$ cat src/rtl/approx_mult_pkg.sv
// Shared constants and the result record type for the approximate-multiplier
// error monitor family.
package approx_mult_pkg;

    localparam int DEF_W      = 8;
    localparam int PROD_W     = 2 * DEF_W;
    localparam int DEF_ACC_W  = 32;
    localparam int DEF_WINDOW = 256;
    localparam int CNT_W      = 16;

    // Record layout at the default widths.
    typedef struct packed {
        logic [DEF_ACC_W-1:0] sum_ed;
        logic [DEF_ACC_W:0]   sum_se;
        logic [PROD_W-1:0]    max_ed;
        logic [CNT_W-1:0]     err_cnt;
    } err_rec_t;

endpackage

$ cat src/rtl/approx_mult_err_monitor_err_calc.sv
// Signed difference z - exact (one extra bit) and its magnitude.
module err_calc #(
    parameter int PW = 16
) (
    input  logic [PW-1:0] z,
    input  logic [PW-1:0] exact,
    output logic [PW:0]   d,
    output logic [PW-1:0] ed
);

    assign d  = {1'b0, z} - {1'b0, exact};
    // Magnitude always fits in PW bits, so subtract in the right order instead of negating d.
    assign ed = d[PW] ? (exact - z) : (z - exact);

endmodule

$ cat src/rtl/approx_mult_err_monitor.sv
// Windowed error statistics for an unsigned WxW approximate multiplier:
// one S1 register stage (exact product), one S2 accumulate stage, result on valid/ready.
module approx_mult_err_monitor
    import approx_mult_pkg::*;
#(
    parameter int W      = DEF_W,
    parameter int WINDOW = DEF_WINDOW,
    parameter int ACC_W  = DEF_ACC_W
) (
    input  logic               clk,
    input  logic               rst,
    input  logic               clr,
    input  logic               in_valid,
    output logic               in_ready,
    input  logic [W-1:0]       x,
    input  logic [W-1:0]       y,
    input  logic [2*W-1:0]     z,
    output logic               res_valid,
    input  logic               res_ready,
    output logic [ACC_W-1:0]   sum_ed,
    output logic [ACC_W:0]     sum_se,
    output logic [2*W-1:0]     max_ed,
    output logic [CNT_W-1:0]   err_cnt
);

    localparam int PW = 2 * W;
    localparam logic [ACC_W-1:0] ED_SAT = '1;
    localparam logic [ACC_W:0]   SE_MAX = {1'b0, {ACC_W{1'b1}}};
    localparam logic [ACC_W:0]   SE_MIN = {1'b1, {ACC_W{1'b0}}};
    localparam logic [CNT_W-1:0] LAST   = CNT_W'(WINDOW - 1);

    typedef struct packed {
        logic [ACC_W-1:0] sum_ed;
        logic [ACC_W:0]   sum_se;
        logic [PW-1:0]    max_ed;
        logic [CNT_W-1:0] err_cnt;
    } rec_t;

    logic             accept, s1_valid, win_end;
    logic [PW-1:0]    s1_z, s1_exact, ed;
    logic [PW:0]      d;
    logic [CNT_W-1:0] smp_cnt;
    logic [ACC_W:0]   ed_sum;
    logic [ACC_W+1:0] se_sum;
    rec_t             acc, nxt, res;

    assign in_ready = !(res_valid && !res_ready) && !rst && !clr;
    assign accept   = in_valid && in_ready;
    assign win_end  = s1_valid && (smp_cnt == LAST);

    err_calc #(.PW(PW)) u_err (
        .z     (s1_z),
        .exact (s1_exact),
        .d     (d),
        .ed    (ed)
    );

    // Both sums are formed one bit wider than the accumulator; the extra bit flags overflow.
    always_comb begin
        nxt         = acc;
        ed_sum      = {1'b0, acc.sum_ed} + {{(ACC_W + 1 - PW){1'b0}}, ed};
        se_sum      = {acc.sum_se[ACC_W], acc.sum_se} + {{(ACC_W + 1 - PW){d[PW]}}, d};
        nxt.sum_ed  = ed_sum[ACC_W] ? ED_SAT : ed_sum[ACC_W-1:0];
        if (se_sum[ACC_W+1] != se_sum[ACC_W])
            nxt.sum_se = se_sum[ACC_W+1] ? SE_MIN : SE_MAX;
        else
            nxt.sum_se = se_sum[ACC_W:0];
        nxt.max_ed  = (ed > acc.max_ed) ? ed : acc.max_ed;
        nxt.err_cnt = acc.err_cnt + {{(CNT_W - 1){1'b0}}, |d};
    end

    always_ff @(posedge clk) begin
        if (rst) begin
            s1_valid  <= 1'b0;
            s1_z      <= '0;
            s1_exact  <= '0;
            acc       <= '0;
            smp_cnt   <= '0;
            res       <= '0;
            res_valid <= 1'b0;
        end else begin
            s1_valid <= accept;
            if (accept) begin
                s1_z     <= z;
                s1_exact <= x * y;
            end
            if (clr) begin
                s1_valid <= 1'b0;
                acc      <= '0;
                smp_cnt  <= '0;
            end else if (win_end) begin
                res     <= nxt;
                acc     <= '0;
                smp_cnt <= '0;
            end else if (s1_valid) begin
                acc     <= nxt;
                smp_cnt <= smp_cnt + 1'b1;
            end
            // A new window end on the handshake edge keeps the record valid.
            if (!clr && win_end)
                res_valid <= 1'b1;
            else if (res_valid && res_ready)
                res_valid <= 1'b0;
        end
    end

    assign sum_ed  = res.sum_ed;
    assign sum_se  = res.sum_se;
    assign max_ed  = res.max_ed;
    assign err_cnt = res.err_cnt;

endmodule
$ cat config.mk
export PLATFORM = sky130hd
export DESIGN_NAME = approx_mult_err_monitor
export DESIGN_NICKNAME = d
export VERILOG_FILES = /design/src/rtl/approx_mult_pkg.sv /design/src/rtl/approx_mult_err_monitor_err_calc.sv /design/src/rtl/approx_mult_err_monitor.sv
export SDC_FILE = /design/constraint.sdc
export NUM_CORES = 1
export LEC_CHECK = 0
export BUFFER_PORTS_ARGS = -buffer_cell sky130_fd_sc_hd__buf_2
export CORE_ASPECT_RATIO = 0.6
export CORE_MARGIN = 2
export CORE_UTILIZATION = 50
export CTS_CLUSTER_SIZE = 8
export DETAILED_ROUTE_END_ITERATION = 6
export PLACE_DENSITY = 0.71
export RECOVER_POWER = 50
export SLEW_MARGIN = 10
export SYNTH_ARGS = -nofsm -noshare
export SYNTH_HDL_FRONTEND = slang
export SYNTH_SLANG_ARGS = --single-unit
$ cat constraint.sdc
create_clock -name clk -period 4.9 [get_ports clk]
set_input_delay 0.49 -clock clk [delete_from_list [all_inputs] [get_ports clk]]
set_output_delay 0.49 -clock clk [all_outputs]
set_load 0.01 [all_outputs]
==> run summary, run 1 <==
fillcell total: 2798
critical path type: flip-flop to flip-flop
port bufs: 135
first-pass GRT wire length: 78.6 mm
clock sinks: 244
Leak Pwr: 8.43 nW
Final Max Slew Viols: 24
GRT overflow: 0
Fin Hold WS: 0.207 ns
Final setup violation count: 25
HPWL Detailed: 36.2 mm
Met1 Wirelength: 24.6 mm
asr flop ratio synth: 0%
Die Span Y: 145 um
Relative slew margins: -49.5%
Reg clk slew, reported paths: 0.06 ns
post-cts hold buffer count: 0
Ports: 136
routed via count: 16000
fraction of layout cells with a size suffix above 1: 19.2%
Hold WC Path Type: input port to flip-flop
register area share after synthesis: 29.7%
maxcap violations: 1
clock skew: 0.0247 ns
critical path endpoint category: flip-flop
Top Layer Used: met4
Power Total: 0.0103 W
CTS Buffer Depth: 3
fin crit share: 102%
RSZ-0062 raised after global routing: yes
CP Cell Sequence: inv_2, ha_4, fa_2, nor2b_4, o31a_1, o21a_1, buf_4, or2_4, xor2_2, nand4bb_4, or4_4, nor4b_4, or4b_4, ha_4, and3_4, and3_4, and3_4, and3_4, and3_4, and3_4, nand3_2, xor2_1, a211oi_2
CP arrival: 5.37 ns
Worst VDD drop: 0.000430 V
Synthesis Warnings: 0
TritonRoute pass-1 iters: 6
post-route design area: 20600 um2
Pwr Density: 501 nW/um2
iteration-0 DRC count of the detailed router: 1585
WL met3: 3.55 mm
final WL: 50.3 mm
Synth Instances: 2067
Initial Utilization: 50.7%
Core ar.: 32400 um2
TNS Setup: -1.02 ns
root buffer cell: clkbuf_16
antenna violations before repair: 0
fin worst setup slack: -0.120 ns
worst slew pin tran: 2.24 ns
number of flops mapped to enable cells by yosys: 0
Residual DRC: 0
crit-path max cell delay: 0.53 ns
Post-DP Area: 18800 um2
vias in the first global route: 15100
synthesized area: 16500 um2
worst r2r path cells: 23
crit path launch type: flip-flop
Synth-to-Final Area Change: 25.2%
syn nets: 2279
top_reg_cell synth: dfxtp_1
GRT Overall Usage: 28.1%
Hold EP: s1_z[5]
maximum fanout along the worst path: 4
violated checks: max-capacitance violations, max-slew violations, negative setup slack
Most common cell on crit path: and3_4
HP Start: z[5]
Die Wd: 238 um
Reg-to-Reg End: err_cnt[15]
die area: 34400 um2
gpl congestion: 0.956
final hold violations: 0
clock tree from TritonCTS: yes
fin nets: 2565
r2r setup slk: -0.12 ns
WHS Path Cells: 3
number of CTS-inserted buffers: 36
routed len/inst: 18.1 um
H-tree Lvls: 2
RR Startpoint: s1_z[0]
Skew-Pair Late Insertion Delay: 0.52 ns
Site Rows: 51
outcome: finished with violations
Routed Antenna Nets: 0
critical path required time: 5.25 ns
WL met2: 21.3 mm
Slowest cell on crit path: or4b_4
mean area per synthesized cell: 7.96 um2
largest net degree at the start of global routing: 83
crit path time final: 5.02 ns
#FFs+latches synth: 244
Ant. Diodes: 0
Via density: 5.77
Synth cell types: 74
FMAX: 0.199 GHz
-- metal layers --
metal / global-route usage, % / vias to the layer above
met1: 41.8 / 7633
li1: - / 7802
met2: 41.7 / 531
met5: 0 / -
met4: 6.84 / 0
met3: 5.48 / 79
-- worst max-delay path: cells and delay by family (launching register included) --
kind,cells,cell delay [ns]
compound gates,3,0.53
buf+inv,2,0.20
xor+xnor,2,0.33
fa+ha+maj,3,0.56
simple gates,13,2.90
flops,1,0.33
-- worst max path at each step --
stage / from / end / slack (ns) / cells after the start
after floorplan: s1_z[0] / acc[70] / 0.05 / 24
after global placement: s1_exact[0] / sum_ed[25] / -0.25 / 22
after detailed placement: s1_z[0] / err_cnt[15] / -0.38 / 23
after CTS: s1_z[0] / err_cnt[15] / -0.07 / 23
after global routing: s1_exact[0] / sum_ed[11] / -0.32 / 26
final: s1_z[0] / err_cnt[15] / -0.12 / 23
-- stage by stage --
step	setup slack [ns]	cells	util (%)
after floorplan	0.0454	2067	-
after global placement	-0.248	2717	58.0
after detailed placement	-0.384	2717	58.0
after CTS	-0.0714	2760	61.8
after global routing	-0.321	2780	63.5
final	-0.120	2780	63.5
-- sequential cells by signal (all words and copies together) (netlist names) --
| signal | count |
|---|---|
| s1_z | 16 |
| sum_ed | 32 |
| res_valid | 1 |
| s1_valid | 1 |
| err_cnt | 16 |
| s1_exact | 16 |
| sum_se | 33 |
| max_ed | 16 |
| acc | 97 |
| smp_cnt | 16 |
-- synth_stat cells (all sizes together), types with 4 or more instances --
cell	instances	area (um2)
nand3	37	185
clkbuf	95	357
buf	17	83.8
a211o	6	52.6
nand2	216	811
xnor2	63	552
nor2	201	757
and3	32	200
o21ai	115	576
o21bai	5	37.5
nand2b	12	75.1
nand4	21	131
a311oi	11	96.3
dfxtp	244	4880
o21a	23	173
nand3b	4	30.0
o2111ai	5	43.8
a21o	31	233
and4	15	131
a21oi	195	976
a21boi	5	37.5
and2	50	313
o31ai	6	58.8
xor2	59	517
o311ai	4	35.0
o41ai	4	35.0
mux2i	6	63.8
fa	40	801
nor2b	14	95.1
or2	14	87.6
a31oi	13	81.3
inv	132	495
ha	135	1690
nor3	43	220
o311a	8	80.1
or3	12	75.1
a211oi	108	816
o211ai	20	150
-- layout by cell type (no fill, tap or decap), drive strengths merged, types with 4 or more instances in the layout --
cell and n:
o311ai 4, buf 259, a21o 31, o21a 23, o31ai 6, a31oi 13
and4 15, xor2 59, inv 134, mux2i 6, clkbuf 140, nor2 201
and2 50, nand3b 4, nand3 37, a311oi 11, o211ai 20, a211oi 108
nand2 216, fa 40, o311a 8, ha 135, o21bai 5, o41ai 4
dfxtp 244, o21ai 115, a21oi 195, a21boi 5, nor2b 14, nor3 43
o2111ai 5, or3 12, a211o 6, and3 32, or2 14, xnor2 63
nand2b 12, nand4 21
-- area by class of cell --
type                            instances  area, um2  share of cell area [%]
Multi-Input combinational cell       1578      11400                    55.2
Timing Repair Buffer                  360       2340                    11.3
Clock inverter                          2       17.5                  0.0851
Tap cell                              424        531                    2.58
Inverter                              133        504                    2.45
Clock buffer                           39        953                    4.63
Sequential cell                       244       4890                    23.7
-- cells by family (layout without fill, tap and decap cells) --
| logic type | count (synthesis) | count (layout) | synth area share, % |
|---|---|---|---|
| compound gates | 584 | 584 | 22.6 |
| flops | 244 | 244 | 29.7 |
| buf+inv | 245 | 534 | 5.71 |
| fa+ha+maj | 175 | 175 | 15.1 |
| simple gates | 690 | 690 | 19.9 |
| mux | 7 | 7 | 0.456 |
| xor+xnor | 122 | 122 | 6.50 |
-- report_power, final --
group          switching [W]  internal (W)
clock               0.000889       0.00136
sequential         0.0000309       0.00204
combinational        0.00345       0.00256
-- what timing repair did --
action / in CTS / in global routing
gates cloned: 0 / 4
pin swaps: 5 / 47
setup endpoints to repair: 135 / 173
setup buffers: 2 / 17
gates resized for setup: 43 / 125
No activity file was read; power rests on OpenSTA's default activity.
==> run 2: changes to the inputs <==
--- a/config.mk
+++ b/config.mk
@@ -7,12 +7,12 @@
 export LEC_CHECK = 0
 export BUFFER_PORTS_ARGS = -buffer_cell sky130_fd_sc_hd__buf_2
 export CORE_ASPECT_RATIO = 0.6
-export CORE_MARGIN = 2
 export CORE_UTILIZATION = 50
 export CTS_CLUSTER_SIZE = 8
 export DETAILED_ROUTE_END_ITERATION = 6
 export PLACE_DENSITY = 0.71
 export RECOVER_POWER = 50
+export SKIP_LAST_GASP = 1
 export SLEW_MARGIN = 10
 export SYNTH_ARGS = -nofsm -noshare
 export SYNTH_HDL_FRONTEND = slang
==> run summary, run 2 (synthesis gave the netlist of run 1 again) <==
iteration-0 DRC count of the detailed router: 1176 (-26%)
clock skew: 0.0196 ns (-0.00507 ns)
Via density: 5.81 (+0.69%)
Worst VDD drop: 0.000479 V (+11%)
crit-path max cell delay: 0.57 ns (+0.04 ns)
Synth-to-Final Area Change: 31.0%
fillcell total: 2728 (-2.5%)
critical path required time: 5.28 ns (+0.03 ns)
die area: 33700 um2 (-2.2%)
routed via count: 16400 (+2.1%)
fraction of layout cells with a size suffix above 1: 23.3% (+4.1 points)
crit path time final: 5.10 ns (+0.0761 ns)
GRT overflow: 0 (unchanged)
worst r2r path cells: 22 (-4.3%)
Ports: 136 (unchanged)
Core ar.: 32400 um2 (unchanged)
FMAX: 0.196 GHz (-1.5%)
crit path launch type: flip-flop
clock sinks: 244 (unchanged)
violated checks: negative setup slack
Crit. path cell count: 22 (-4.3%)
critical path type: flip-flop to flip-flop
gpl congestion: 0.968 (+1.2%)
Worst Path Buf+Inv: 2 (unchanged)
Reg clk slew, reported paths: 0.06 ns (about the same)
largest net degree at the start of global routing: 94 (+13%)
final hold violations: 0 (unchanged)
final WL: 52.8 mm (+5.1%)
Critical path origin: s1_z[10]
CP Cell Sequence: inv_1, ha_1, nand2_1, nor3_1, buf_4, and2_1, o21a_1, nor2_2, xnor2_2, or4_4, nor4b_4, or4b_4, ha_4, and3_4, and3_4, and3_4, and3_4, and3_4, and3_4, nand4_1, xor2_1, nor2_1
TritonRoute pass-1 iters: 5 (-1)
WHS Path Cells: 3 (unchanged)
Die Wd: 236 um (-0.84%)
Die Span Y: 143 um (-1.4%)
routed len/inst: 18.8 um (+3.7%)
GRT Overall Usage: 29.5% (+1.4 points)
vias in the first global route: 15300 (+1.3%)
CP arrival: 5.47 ns (+0.10 ns)
Fin Hold WS: 0.196 ns (-0.0110 ns)
Most common cell on crit path: and3_4
number of CTS-inserted buffers: 36 (unchanged)
Largest register FFs: 97 (unchanged)
Pwr Density: 506 nW/um2 (+0.84%)
Residual DRC: 0 (unchanged)
Routed Antenna Nets: 0 (unchanged)
HPWL Detailed: 37.0 mm (+2.0%)
H-tree Lvls: 2 (unchanged)
maxcap violations: 0 (-1)
first-pass GRT wire length: 80.6 mm (+2.6%)
Slowest cell on crit path: or4_4
Inst Count DP: 2729 (+0.44%)
worst slew pin tran: 1.21 ns (-1.03 ns)
RR Startpoint: s1_z[10]
Initial Utilization: 50.7% (unchanged)
maximum fanout along the worst path: 4 (unchanged)
Hold WC Path Type: input port to flip-flop
Register Area: 4890 um2 (about the same)
Final Max Slew Viols: 0 (-100%)
antenna violations before repair: 1 (+1)
r2r setup slk: -0.20 ns (-0.08 ns)
Leak Pwr: 8.75 nW (+3.8%)
CTS Buffer Depth: 3 (unchanged)
Multi-input gate area: 11900 um2 (+5.1%)
root buffer cell: clkbuf_16
Most flops, register: acc
Skew-Pair Late Insertion Delay: 0.53 ns (about the same)
port bufs: 135 (unchanged)
commonest non-fill, non-tap cell in the layout: dfxtp_1
Final setup violation count: 39 (+56%)
outcome: finished with violations
clock tree from TritonCTS: yes
fin crit share: 104% (+1.6 points)
RSZ-0062 raised after global routing: yes
CP delay by family, top: simple AND/OR/NAND/NOR gates
fin nets: 2602 (+1.4%)
critical path endpoint category: flip-flop
Relative slew margins: 19.2% (+69 points)
HP Start: z[6]
Site Rows: 51 (unchanged)
Post-Layout Cell Count: 2818 (+1.4%)
crit path capture: acc[15]
Reg-to-Reg End: acc[15]
most frequent cells in the layout: 239 x dfxtp_1, 233 x buf_4, 209 x nand2_1
fin worst setup slack: -0.196 ns (-0.0761 ns)
run 2: cell types whose count changed in the layout (fill, tap and decap cells not counted), sizes merged:
cell / delta
diode: +1
clkinv: +1
buf: +36
clkbuf: -1
bufbuf: +1
run 2: worst min-delay path by stage:
stage,endpoint,slack (ns)
5_1_grt,s1_z[6],0.20
6_report,s1_z[6],0.20
4_1_cts,s1_z[6],0.19
2_1_floorplan,s1_z[15],0.44
3_3_place_gp,max_ed[1],0.44
3_5_place_dp,max_ed[13],0.45
run 2: metal layers:
metal | GRT usage (%) | routed length (um) | vias to the layer above
met5 | 0 | 0 | -
met4 | 6.63 | 885 | 0
met3 | 6.03 | 3880 | 61
met2 | 44.7 | 23200 | 534
met1 | 42.9 | 24800 | 7886
li1 | - | - | 7895
run 2: repair_timing:
| action | 4_1_cts | 5_1_grt |
|---|---|---|
| setup endpoints to repair | 142 | 177 |
| buffers inserted | 9 | 37 |
| gates resized for setup | 72 | 214 |
| pin swaps | 35 | 110 |
| hold buffers | 0 | 0 |
| cloned | 2 | 5 |
run 2: layout make-up:
class	count	share of cell area, %
inverters	133	2.34
multi-input cells	1578	55.4
diodes	1	0.0116
flip-flops and latches	244	22.7
repair buffers	397	12.6
clock buffers	38	4.31
clock inverters	3	0.104
well taps	424	2.46
run 2: tightest hold or removal path, delay by kind of cell:
family | cells | cell delay (ns)
AOI/OAI and AO/OA | 1 | 0.05
buffers and inverters | 1 | 0.10
and+or+nand+nor | 1 | 0.04
run 2: per-stage QoR:
stage	instance area [um2]	power (W)	setup TNS [ns]	util [%]	worst slack [ns]
final	21600	0.0109	-3.55	66.5	-0.196
after global routing	21600	0.0115	-13.64	66.5	-0.316
after CTS	20300	0.00981	-3.53	62.6	-0.305
after detailed placement	18900	0.00741	-23.23	58.3	-0.573
after global placement	18900	0.00730	-13.71	58.3	-0.555
after floorplan	16500	0.00547	0	-	0.0454
run 2: power breakdown:
part	internal, W	switching (W)
Clock	0.00133	0.000896
Combinational	0.00291	0.00369
Sequential	0.00204	0.0000361
Total	0.00627	0.00463
==> run 3: changes to the inputs <==
--- a/config.mk
+++ b/config.mk
@@ -10,7 +10,7 @@
 export CORE_UTILIZATION = 50
 export CTS_CLUSTER_SIZE = 8
 export DETAILED_ROUTE_END_ITERATION = 6
-export PLACE_DENSITY = 0.71
+export PLACE_DENSITY_LB_ADDON = 0.12
 export RECOVER_POWER = 50
 export SKIP_LAST_GASP = 1
 export SLEW_MARGIN = 10
==> run summary, run 3 (synthesis gave the netlist of run 1 again) <==
Largest register FFs: 97 (unchanged)
pre-CTS WS: -0.436 ns (+0.137 ns)
commonest non-fill, non-tap cell in the layout: dfxtp_1
RSZ-0062 raised after global routing: yes
final hold violations: 0 (unchanged)
maximum fanout along the worst path: 4 (unchanged)
die area: 33700 um2 (unchanged)
Skew-Pair Late Insertion Delay: 0.52 ns (about the same)
TritonRoute pass-1 iters: 5 (unchanged)
Routed Antenna Nets: 0 (unchanged)
Ports: 136 (unchanged)
Initial Utilization: 50.7% (unchanged)
outcome: finished with violations
Inst Count DP: 2723 (-0.22%)
CTS Buffer Depth: 3 (unchanged)
Fin Hold WS: 0.207 ns (+0.0113 ns)
Post-DP Area: 18900 um2 (-0.24%)
root buffer cell: clkbuf_16
critical path required time: 5.26 ns (-0.02 ns)
port bufs: 135 (unchanged)
Site Rows: 51 (unchanged)
Hold WC Path Type: input port to flip-flop
fin worst setup slack: -0.0235 ns (+0.173 ns)
fraction of layout cells with a size suffix above 1: 20.9% (-2.4 points)
most frequent cells in the layout: 239 x dfxtp_1, 218 x buf_4, 212 x nand2_1
critical path endpoint category: flip-flop
antenna violations before repair: 0 (-1)
Ant. Diodes: 0 (-1)
Die Span Y: 143 um (unchanged)
FMAX: 0.203 GHz (+3.5%)
Final Max Slew Viols: 59 (+59)
crit path time final: 4.92 ns (-0.173 ns)
iteration-0 DRC count of the detailed router: 1322 (+12%)
HPWL Detailed: 36.1 mm (-2.4%)
Most flops, register: acc
Leak Pwr: 8.56 nW (-2.2%)
number of CTS-inserted buffers: 36 (unchanged)
Core ar.: 32400 um2 (unchanged)
routed via count: 16000 (-2.5%)
final WL: 49.8 mm (-5.7%)
crit path launch type: flip-flop
first-pass GRT wire length: 77.1 mm (-4.4%)
Worst VDD drop: 0.000368 V (-23%)
clock skew: 0.0144 ns (-0.00518 ns)
Via density: 5.70 (-1.8%)
violated checks: max-capacitance violations, max-slew violations, negative setup slack
Reg clk slew, reported paths: 0.05 ns (about the same)
clock tree from TritonCTS: yes
fillcell total: 2874 (+5.4%)
Final setup violation count: 1 (-97%)
Residual DRC: 0 (unchanged)
Layout Utilization: 64.8% (-1.7 points)
critical path type: flip-flop to flip-flop
vias in the first global route: 14600 (-4.8%)
Relative slew margins: -66.1% (-85 points)
Die Wd: 236 um (unchanged)
CP arrival: 5.28 ns (-0.19 ns)
Synth-to-Final Area Change: 27.7%
GRT overflow: 0 (unchanged)
Post-Layout Cell Count: 2799 (-0.67%)
Multi-input gate area: 11600 um2 (-3.2%)
largest net degree at the start of global routing: 97 (+3.2%)
Pwr Density: 503 nW/um2 (-0.60%)
GRT Overall Usage: 28.2% (-1.3 points)
post-route design area: 21000 um2 (-2.5%)
maxcap violations: 1 (+1)
fin nets: 2584 (-0.69%)
routed len/inst: 17.8 um (-5.1%)
gpl congestion: 0.966 (-0.17%)
worst slew pin tran: 2.49 ns (+1.28 ns)
fin crit share: 100% (-3.5 points)
H-tree Lvls: 2 (unchanged)
clock sinks: 244 (unchanged)
Register Area: 4890 um2 (about the same)
## run 3: cell count changes in the layout (fill, tap and decap cells not counted), moves of 4 or more
cell and delta:
buf_4 -15, ha_1 +12, nor2_2 +5, and4_4 -4, nor2_4 -5, a211oi_1 +6, a211oi_2 -7, ha_4 -10
and4_1 +4, o21ai_1 +4
## run 3: metrics by stage
stage / setup TNS (ns) / power [W]
after floorplan: 0 / 0.00547
after CTS: -0.0771 / 0.00977
after detailed placement: -14.10 / 0.00742
after global placement: -3.80 / 0.00735
final: -0.0235 / 0.0106
after global routing: -5.70 / 0.0112
## run 3: final timing paths
path / from / end / slack [ns] / cells after the start
max: s1_exact[0] / err_cnt[15] / -0.02 / 22
min: z[11] / s1_z[11] / 0.21 / 3
max reg2reg: s1_exact[0] / err_cnt[15] / -0.02 / 22
min reg2reg: err_cnt[0] / err_cnt[0] / 0.45 / 2
## run 3: repair_timing
action                                  in CTS  in global routing
hold buffers                                 0                  0
gates cloned                                 1                  6
setup buffers                                4                 24
gates resized for setup                     36                185
pin swaps                                    9                 52
endpoints found under the setup margin     144                171
## run 3: area by class of cell
cell class,instances,area share [%]
sequential,244,23.3
clock buffer,39,4.54
multi-input combinational,1578,55.0
inverter,133,2.40
clock inverter,2,0.0834
timing repair buffer,379,12.1
tap,424,2.52
## run 3: per-layer routing
layer / share of wire (%) / GRT usage [%] / up-vias
met1: 51 / 42.8 / 7605
met2: 41 / 41.4 / 446
li1: - / - / 7854
met4: 1.4 / 5.06 / 0
met3: 6.9 / 5.02 / 61
met5: 0 / 0 / -
## run 3: report_power, final
part / switching, W / internal (W) / total (W) / leakage, nW
Clock: 0.000896 / 0.00136 / 0.00225 / 0.479
Sequential: 0.0000331 / 0.00204 / 0.00207 / 1.97
Combinational: 0.00348 / 0.00276 / 0.00624 / 6.11
## run 3: worst max-delay path, cell delays in order (launching register included)
cell and delay, ns:
dfxtp_2 0.33, buf_6 0.10, ha_4 0.12, fa_2 0.23, nor2b_4 0.05, o31a_1 0.26, o21a_1 0.21, or2_4 0.26
xor2_4 0.16, nand4bb_1 0.17, or4_1 0.42, nor4b_2 0.21, or4b_4 0.53, ha_4 0.19, and3_1 0.20, and3_4 0.19
and3_4 0.18, and3_4 0.18, and3_4 0.18, and3_4 0.20, nand3_1 0.10, xor2_1 0.21, a211oi_2 0.09
